## src/rtl/correction_pkg.sv

```systemverilog
// Shared definitions for the correction sequencer: phase encoding and
// default frame / LUT sizes for a 640x512 sensor.
package correction_pkg;

    typedef enum logic [2:0] {
        ST_IDLE     = 3'd0,
        ST_LUT_LOAD = 3'd1,
        ST_FRAME_IN = 3'd2,
        ST_GAP      = 3'd3,
        ST_DRAIN    = 3'd4,
        ST_DONE     = 3'd5
    } state_t;

    localparam int DEF_FRAME_PIXELS = 327680;
    localparam int DEF_LUT_WORDS    = 327680;

endpackage

```

## src/rtl/correction_beat_cnt.sv

```systemverilog
// Beat counter shared by every phase: synchronous clear, count enable and a
// compare against the terminal value of the current phase.
module correction_beat_cnt #(
    parameter int CNT_WIDTH = 19
) (
    input  logic                 clk,
    input  logic                 rst,
    input  logic                 clr,
    input  logic                 en,
    input  logic [CNT_WIDTH-1:0] term,
    output logic                 at_term
);

    logic [CNT_WIDTH-1:0] count_reg, count_next;

    // Clear wins over enable so a terminal beat never wraps the count.
    always_comb begin
        count_next = count_reg;
        if (clr) begin
            count_next = '0;
        end else if (en) begin
            count_next = count_reg + CNT_WIDTH'(1);
        end
    end

    always_ff @(posedge clk) begin
        if (rst) begin
            count_reg <= '0;
        end else begin
            count_reg <= count_next;
        end
    end

    assign at_term = (count_reg == term);

endmodule

```

## src/rtl/correction_seq.sv

```systemverilog
// Sequencer for the pixel correction datapath: optional LUT load, frame
// ingest, pipeline gap, output drain and a one-cycle done pulse.
module correction_seq
    import correction_pkg::*;
#(
    parameter int FRAME_PIXELS = DEF_FRAME_PIXELS,
    parameter int LUT_WORDS    = DEF_LUT_WORDS,
    parameter int PIPE_LAT     = 20,
    parameter int CNT_WIDTH    = 19
) (
    input  logic       clk,
    input  logic       rst,
    input  logic       start,
    input  logic       lut_reload,
    input  logic       abort,
    input  logic       lut_valid,
    output logic       lut_ready,
    input  logic       pix_valid,
    output logic       pix_ready,
    input  logic       out_ready,
    output logic       nW,
    output logic       dInValid,
    output logic       dOutValid,
    output logic       busy,
    output logic       done,
    output logic [2:0] phase
);

    localparam logic [CNT_WIDTH-1:0] LUT_LAST   = CNT_WIDTH'(LUT_WORDS - 1);
    localparam logic [CNT_WIDTH-1:0] FRAME_LAST = CNT_WIDTH'(FRAME_PIXELS - 1);
    localparam logic [CNT_WIDTH-1:0] GAP_LAST   = CNT_WIDTH'((PIPE_LAT > 0) ? PIPE_LAT - 1 : 0);

    state_t               state_reg, state_next;
    logic                 beat_en;
    logic                 beat_clr;
    logic                 at_term;
    logic [CNT_WIDTH-1:0] beat_term;

    always_ff @(posedge clk) begin
        if (rst) begin
            state_reg <= ST_IDLE;
        end else begin
            state_reg <= state_next;
        end
    end

    // Terminal value depends only on the registered state, keeping the
    // compare out of the handshake path.
    always_comb begin
        beat_term = FRAME_LAST;
        case (state_reg)
            ST_LUT_LOAD: beat_term = LUT_LAST;
            ST_GAP:      beat_term = GAP_LAST;
            default:     beat_term = FRAME_LAST;
        endcase
    end

    always_comb begin
        state_next = state_reg;
        lut_ready  = 1'b0;
        nW         = 1'b1;
        pix_ready  = 1'b0;
        dInValid   = 1'b0;
        dOutValid  = 1'b0;
        beat_en    = 1'b0;
        case (state_reg)
            ST_IDLE: begin
                if (start) begin
                    state_next = lut_reload ? ST_LUT_LOAD : ST_FRAME_IN;
                end
            end
            ST_LUT_LOAD: begin
                lut_ready = 1'b1;
                nW        = ~lut_valid;
                beat_en   = lut_valid;
                if (lut_valid && at_term) begin
                    state_next = ST_FRAME_IN;
                end
            end
            ST_FRAME_IN: begin
                pix_ready = 1'b1;
                dInValid  = pix_valid;
                beat_en   = pix_valid;
                if (pix_valid && at_term) begin
                    state_next = (PIPE_LAT == 0) ? ST_DRAIN : ST_GAP;
                end
            end
            ST_GAP: begin
                beat_en = 1'b1;
                if (at_term) begin
                    state_next = ST_DRAIN;
                end
            end
            ST_DRAIN: begin
                dOutValid = out_ready;
                beat_en   = out_ready;
                if (out_ready && at_term) begin
                    state_next = ST_DONE;
                end
            end
            ST_DONE: begin
                state_next = ST_IDLE;
            end
            default: begin
                state_next = ST_IDLE;
            end
        endcase
        if (abort) begin
            state_next = ST_IDLE;
        end
    end

    // Every phase entry starts counting from zero.
    assign beat_clr = (state_next != state_reg) || abort;

    correction_beat_cnt #(
        .CNT_WIDTH(CNT_WIDTH)
    ) u_beat_cnt (
        .clk    (clk),
        .rst    (rst),
        .clr    (beat_clr),
        .en     (beat_en),
        .term   (beat_term),
        .at_term(at_term)
    );

    assign busy  = (state_reg != ST_IDLE);
    assign done  = (state_reg == ST_DONE);
    assign phase = state_reg;

endmodule

```

## config.mk

```make
export PLATFORM = sky130hd
export DESIGN_NAME = correction_seq
export DESIGN_NICKNAME = d
export VERILOG_FILES = /design/src/rtl/correction_pkg.sv /design/src/rtl/correction_beat_cnt.sv /design/src/rtl/correction_seq.sv
export SDC_FILE = /design/constraint.sdc
export NUM_CORES = 1
export LEC_CHECK = 0
export CORE_UTILIZATION = 48
export DETAILED_ROUTE_END_ITERATION = 7
export PLACE_DENSITY = 0.75
export SLEW_MARGIN = 20
export SYNTH_ARGS = -nofsm -noshare
export SYNTH_HDL_FRONTEND = slang
export SYNTH_SLANG_ARGS = --single-unit
```

## constraint.sdc

```tcl
create_clock -name clk -period 2 [get_ports clk]
set_clock_uncertainty 0.15 [all_clocks]
set_input_delay 0.2 -clock clk [delete_from_list [all_inputs] [get_ports clk]]
set_output_delay 0.2 -clock clk [all_outputs]
set_load 0.05 [all_outputs]
```

==> reports/results.tsv <==
stage	metric	value	unit
clocking	CTS max path bufs	2	
detailed_routing	vias post-DR	1339	
detailed_routing	antenna-violating nets left	0	
layout	# diodes	0	
sta	min cycle time layout	2.06	ns
yosys	Synth Net Count	164	
layout	number of flip-flops in the largest register	19	
yosys	Netlist cell types	37	
floorplanning	Initial Utilization	50.4	%
floorplanning	Die X	52.8	um
layout	register area	454	sq um
sta	worst setup margin	-0.0587	ns
sta	# setup viols final	19	
yosys	xor/xnor share of the synthesized area	12.7	%
global_routing	Tot GR Track Use	26.5	%
layout	Final nets	214	
detailed_routing	drt pass-1 iters	4	
status	failing checks	negative setup slack	
global_routing	pin count of the biggest net entering global routing	15	
layout	area grow syn2layout	51.6	%
detailed_routing	DRC	0	
yosys	largest family of logic cells by synthesized area	simple AND/OR/NAND/NOR gates	
placed_design	DP Cell Count	224	
sta	Final Hold Fails	0	
clocking	Clock Tree Root	clkbuf_4	
sta	unrepaired setup endpoints after global routing	true	
clocking	# hold bufs at CTS	0	
clocking	clock net sink count	22	
floorplanning	I/O pin total	18	
floorplanning	die area	2790	sq um
floorplanning	Die Y	52.8	um
min_path	Worst Hold Class	input port to flop	
global_routing	first-pass GRT wire length	5360	um
status	status	complete, but fails checks	
power_and_ir_drop	Comb pwr share	16.3	%
global_routing	grt ovf	0	
layout	fraction of layout instances using a drive strength above 1	32.8	%
clocking	CTS tree	done	
detailed_routing	wire per inst	14.5	um
detailed_routing	drt initial violations	36	
power_and_ir_drop	clock network power share	27.4	%
power_and_ir_drop	cell leakage power	0.000711	uW
sta	worst-margin pin slew	0.502	ns
yosys	Syn Area/Cell	7.98	sq um
power_and_ir_drop	Net Sw Power	219	uW
clocking	clock slew at reported path FFs	0.13	ns
critical_path	CP endpoint kind	flop	
yosys	Synth Area in Compound Gates	7.58	%
critical_path	CP Data Required Time	2.07	ns
placed_design	HPWL after DPL	2320	um
global_routing	vias in the first global route	1293	
yosys	Seq/Total Area, Yosys	35.6	%
clocking	worst skew pair latency	0.32	ns
critical_path	kind of critical path	flop to flop	
sta	setup tns final	-0.969	ns
job	max cap viols	0	
critical_path	crit path launch type	flop	
layout	multi-input logic area	897	sq um
power_and_ir_drop	sw frac	27.9	%
layout	most common cell after layout, fill and taps aside	buf_4	
yosys	Post-Synth Adder-Cell Area	1.01	%
sta	Slew Limit Fails	0	
floorplanning	Core Box Area	2450	sq um
detailed_routing	Post-Route WL	3390	um
placed_design	Setup Slack @ Placement	-0.138	ns
yosys	Synth Area in Simple Gates	37.9	%
clocking	CTS H-Tree Depth	1	
floorplanning	cell row count	18	
placed_design	GP Congestion	0.916	
yosys	Mapped Area	1240	sq um
placed_design	PortBufs	17	
critical_path	CP max FO	5	
clocking	number of CTS-inserted buffers	3	
layout	commonest non-fill, non-tap cells in the layout	buf_4 (33), nor2_1 (29), dfxtp_1 (17), nand2_1 (11), xnor2_1 (11)	
layout	fillers	155	
layout	fin cells	234	
yosys	multiplexer share of the synthesized area	0.809	%
yosys	Syn. warnings	0	
yosys	Syn Inst Count	155	
critical_path	Critical Path AT	2.13	ns
sta	Slew HR	66.5	%
sta	fmax	0.486	GHz
sta	period utilization	103	%
power_and_ir_drop	peak supply drop	514	uV
power_and_ir_drop	Pint	568	uW
global_routing	initial antenna violation count	0	
power_and_ir_drop	power density over cell area	420	nW/um^2
power_and_ir_drop	register share of total power	56.2	%
detailed_routing	Vias/cell	5.72	
yosys	FF+latch count, synth	22	
-- routing by layer --
metal	part of all wire (%)	vias up	global-route usage, %
li1	-	646	-
met1	41	629	29.8
met2	51	57	47.7
met3	5.8	7	2.61
met4	1.7	0	15.4
met5	0	-	0
-- metrics by stage --
stage	hold WS (ns)	area, sq um	util [%]	total power, uW
3_3_place_gp	0.371	1720	70.0	554
6_report	0.298	1880	76.4	787
2_1_floorplan	0.117	1320	-	515
5_1_grt	0.299	1880	76.4	812
3_5_place_dp	0.378	1720	70.0	555
4_1_cts	0.290	1840	75.0	779
-- final timing paths --
path,cells past startpoint,end,startpoint,slack [ns]
setup reg to reg,8,u_beat_cnt.count_reg[16],u_beat_cnt.count_reg[6],-0.06
hold reg to reg,2,u_beat_cnt.count_reg[13],u_beat_cnt.count_reg[13],0.41
hold / removal,2,phase[2],rst,0.30
setup / recovery,8,u_beat_cnt.count_reg[16],u_beat_cnt.count_reg[6],-0.06
-- power by group through the flow --
stage	Sequential, uW	Clock [uW]	Combinational [uW]
after floorplan	454	0	61.0
after CTS	442	216	121
after global placement	452	0	102
after detailed placement	452	0	103
after global routing	443	232	136
final	443	216	129
-- layout make-up --
type / instances / area share (%)
Clock buffer: 3 / 1.20
Clock inverter: 1 / 0.200
Inverter: 5 / 1.00
Multi-Input combinational cell: 125 / 47.8
Sequential cell: 22 / 24.2
Tap cell: 30 / 2.00
Timing Repair Buffer: 48 / 23.5
-- Yosys cell counts, drive strengths merged --
library cell | number | area (sq um)
nor2 | 32 | 120
dfxtp | 22 | 440
nand2 | 13 | 48.8
xnor2 | 11 | 96.3
nand4 | 8 | 56.3
nand3 | 7 | 47.6
xor2 | 7 | 61.3
buf | 5 | 31.3
inv | 5 | 18.8
nor3 | 5 | 25.0
and3 | 4 | 25.0
o21ai | 4 | 20.0
and2 | 3 | 18.8
nor2b | 3 | 18.8
a31oi | 2 | 12.5
and4bb | 2 | 25.0
nand2b | 2 | 12.5
nor3b | 2 | 15.0
nor4 | 2 | 12.5
o31ai | 2 | 15.0
or4 | 2 | 18.8
a21oi | 1 | 5.00
a221o | 1 | 10.0
a221oi | 1 | 8.76
a22oi | 1 | 7.51
and4 | 1 | 8.76
clkbuf | 1 | 3.75
ha | 1 | 12.5
mux2i | 1 | 10.0
nor4bb | 1 | 10.0
o211ai | 1 | 7.51
o21a | 1 | 7.51
or3 | 1 | 6.26
-- critical path, stage by stage, from the launching register on --
cell	delay (ns)
dfxtp_1	0.35
buf_4	0.14
and4_4	0.23
nand4_1	0.19
buf_4	0.22
o31ai_4	0.23
nand4_4	0.22
nand3_2	0.17
nor2_1	0.05
-- logic make-up after synthesis --
logic type	after synthesis
AO/OA/AOI/OAI	14
buffers and inverters	11
multiplexers	1
flip-flops	22
adder cells (fa/ha/maj)	1
XOR/XNOR	18
AND/OR/NAND/NOR	88
-- repair_timing --
item / in CTS / in global routing
pin swaps: 3 / 4
gates resized for setup: 15 / 7
buffers inserted: 2 / 1
gates cloned: 3 / 0
endpoints found under the setup margin: 20 / 22
endpoints found under the hold margin: 0 / 0
No activity file was read; power rests on OpenSTA's default activity.
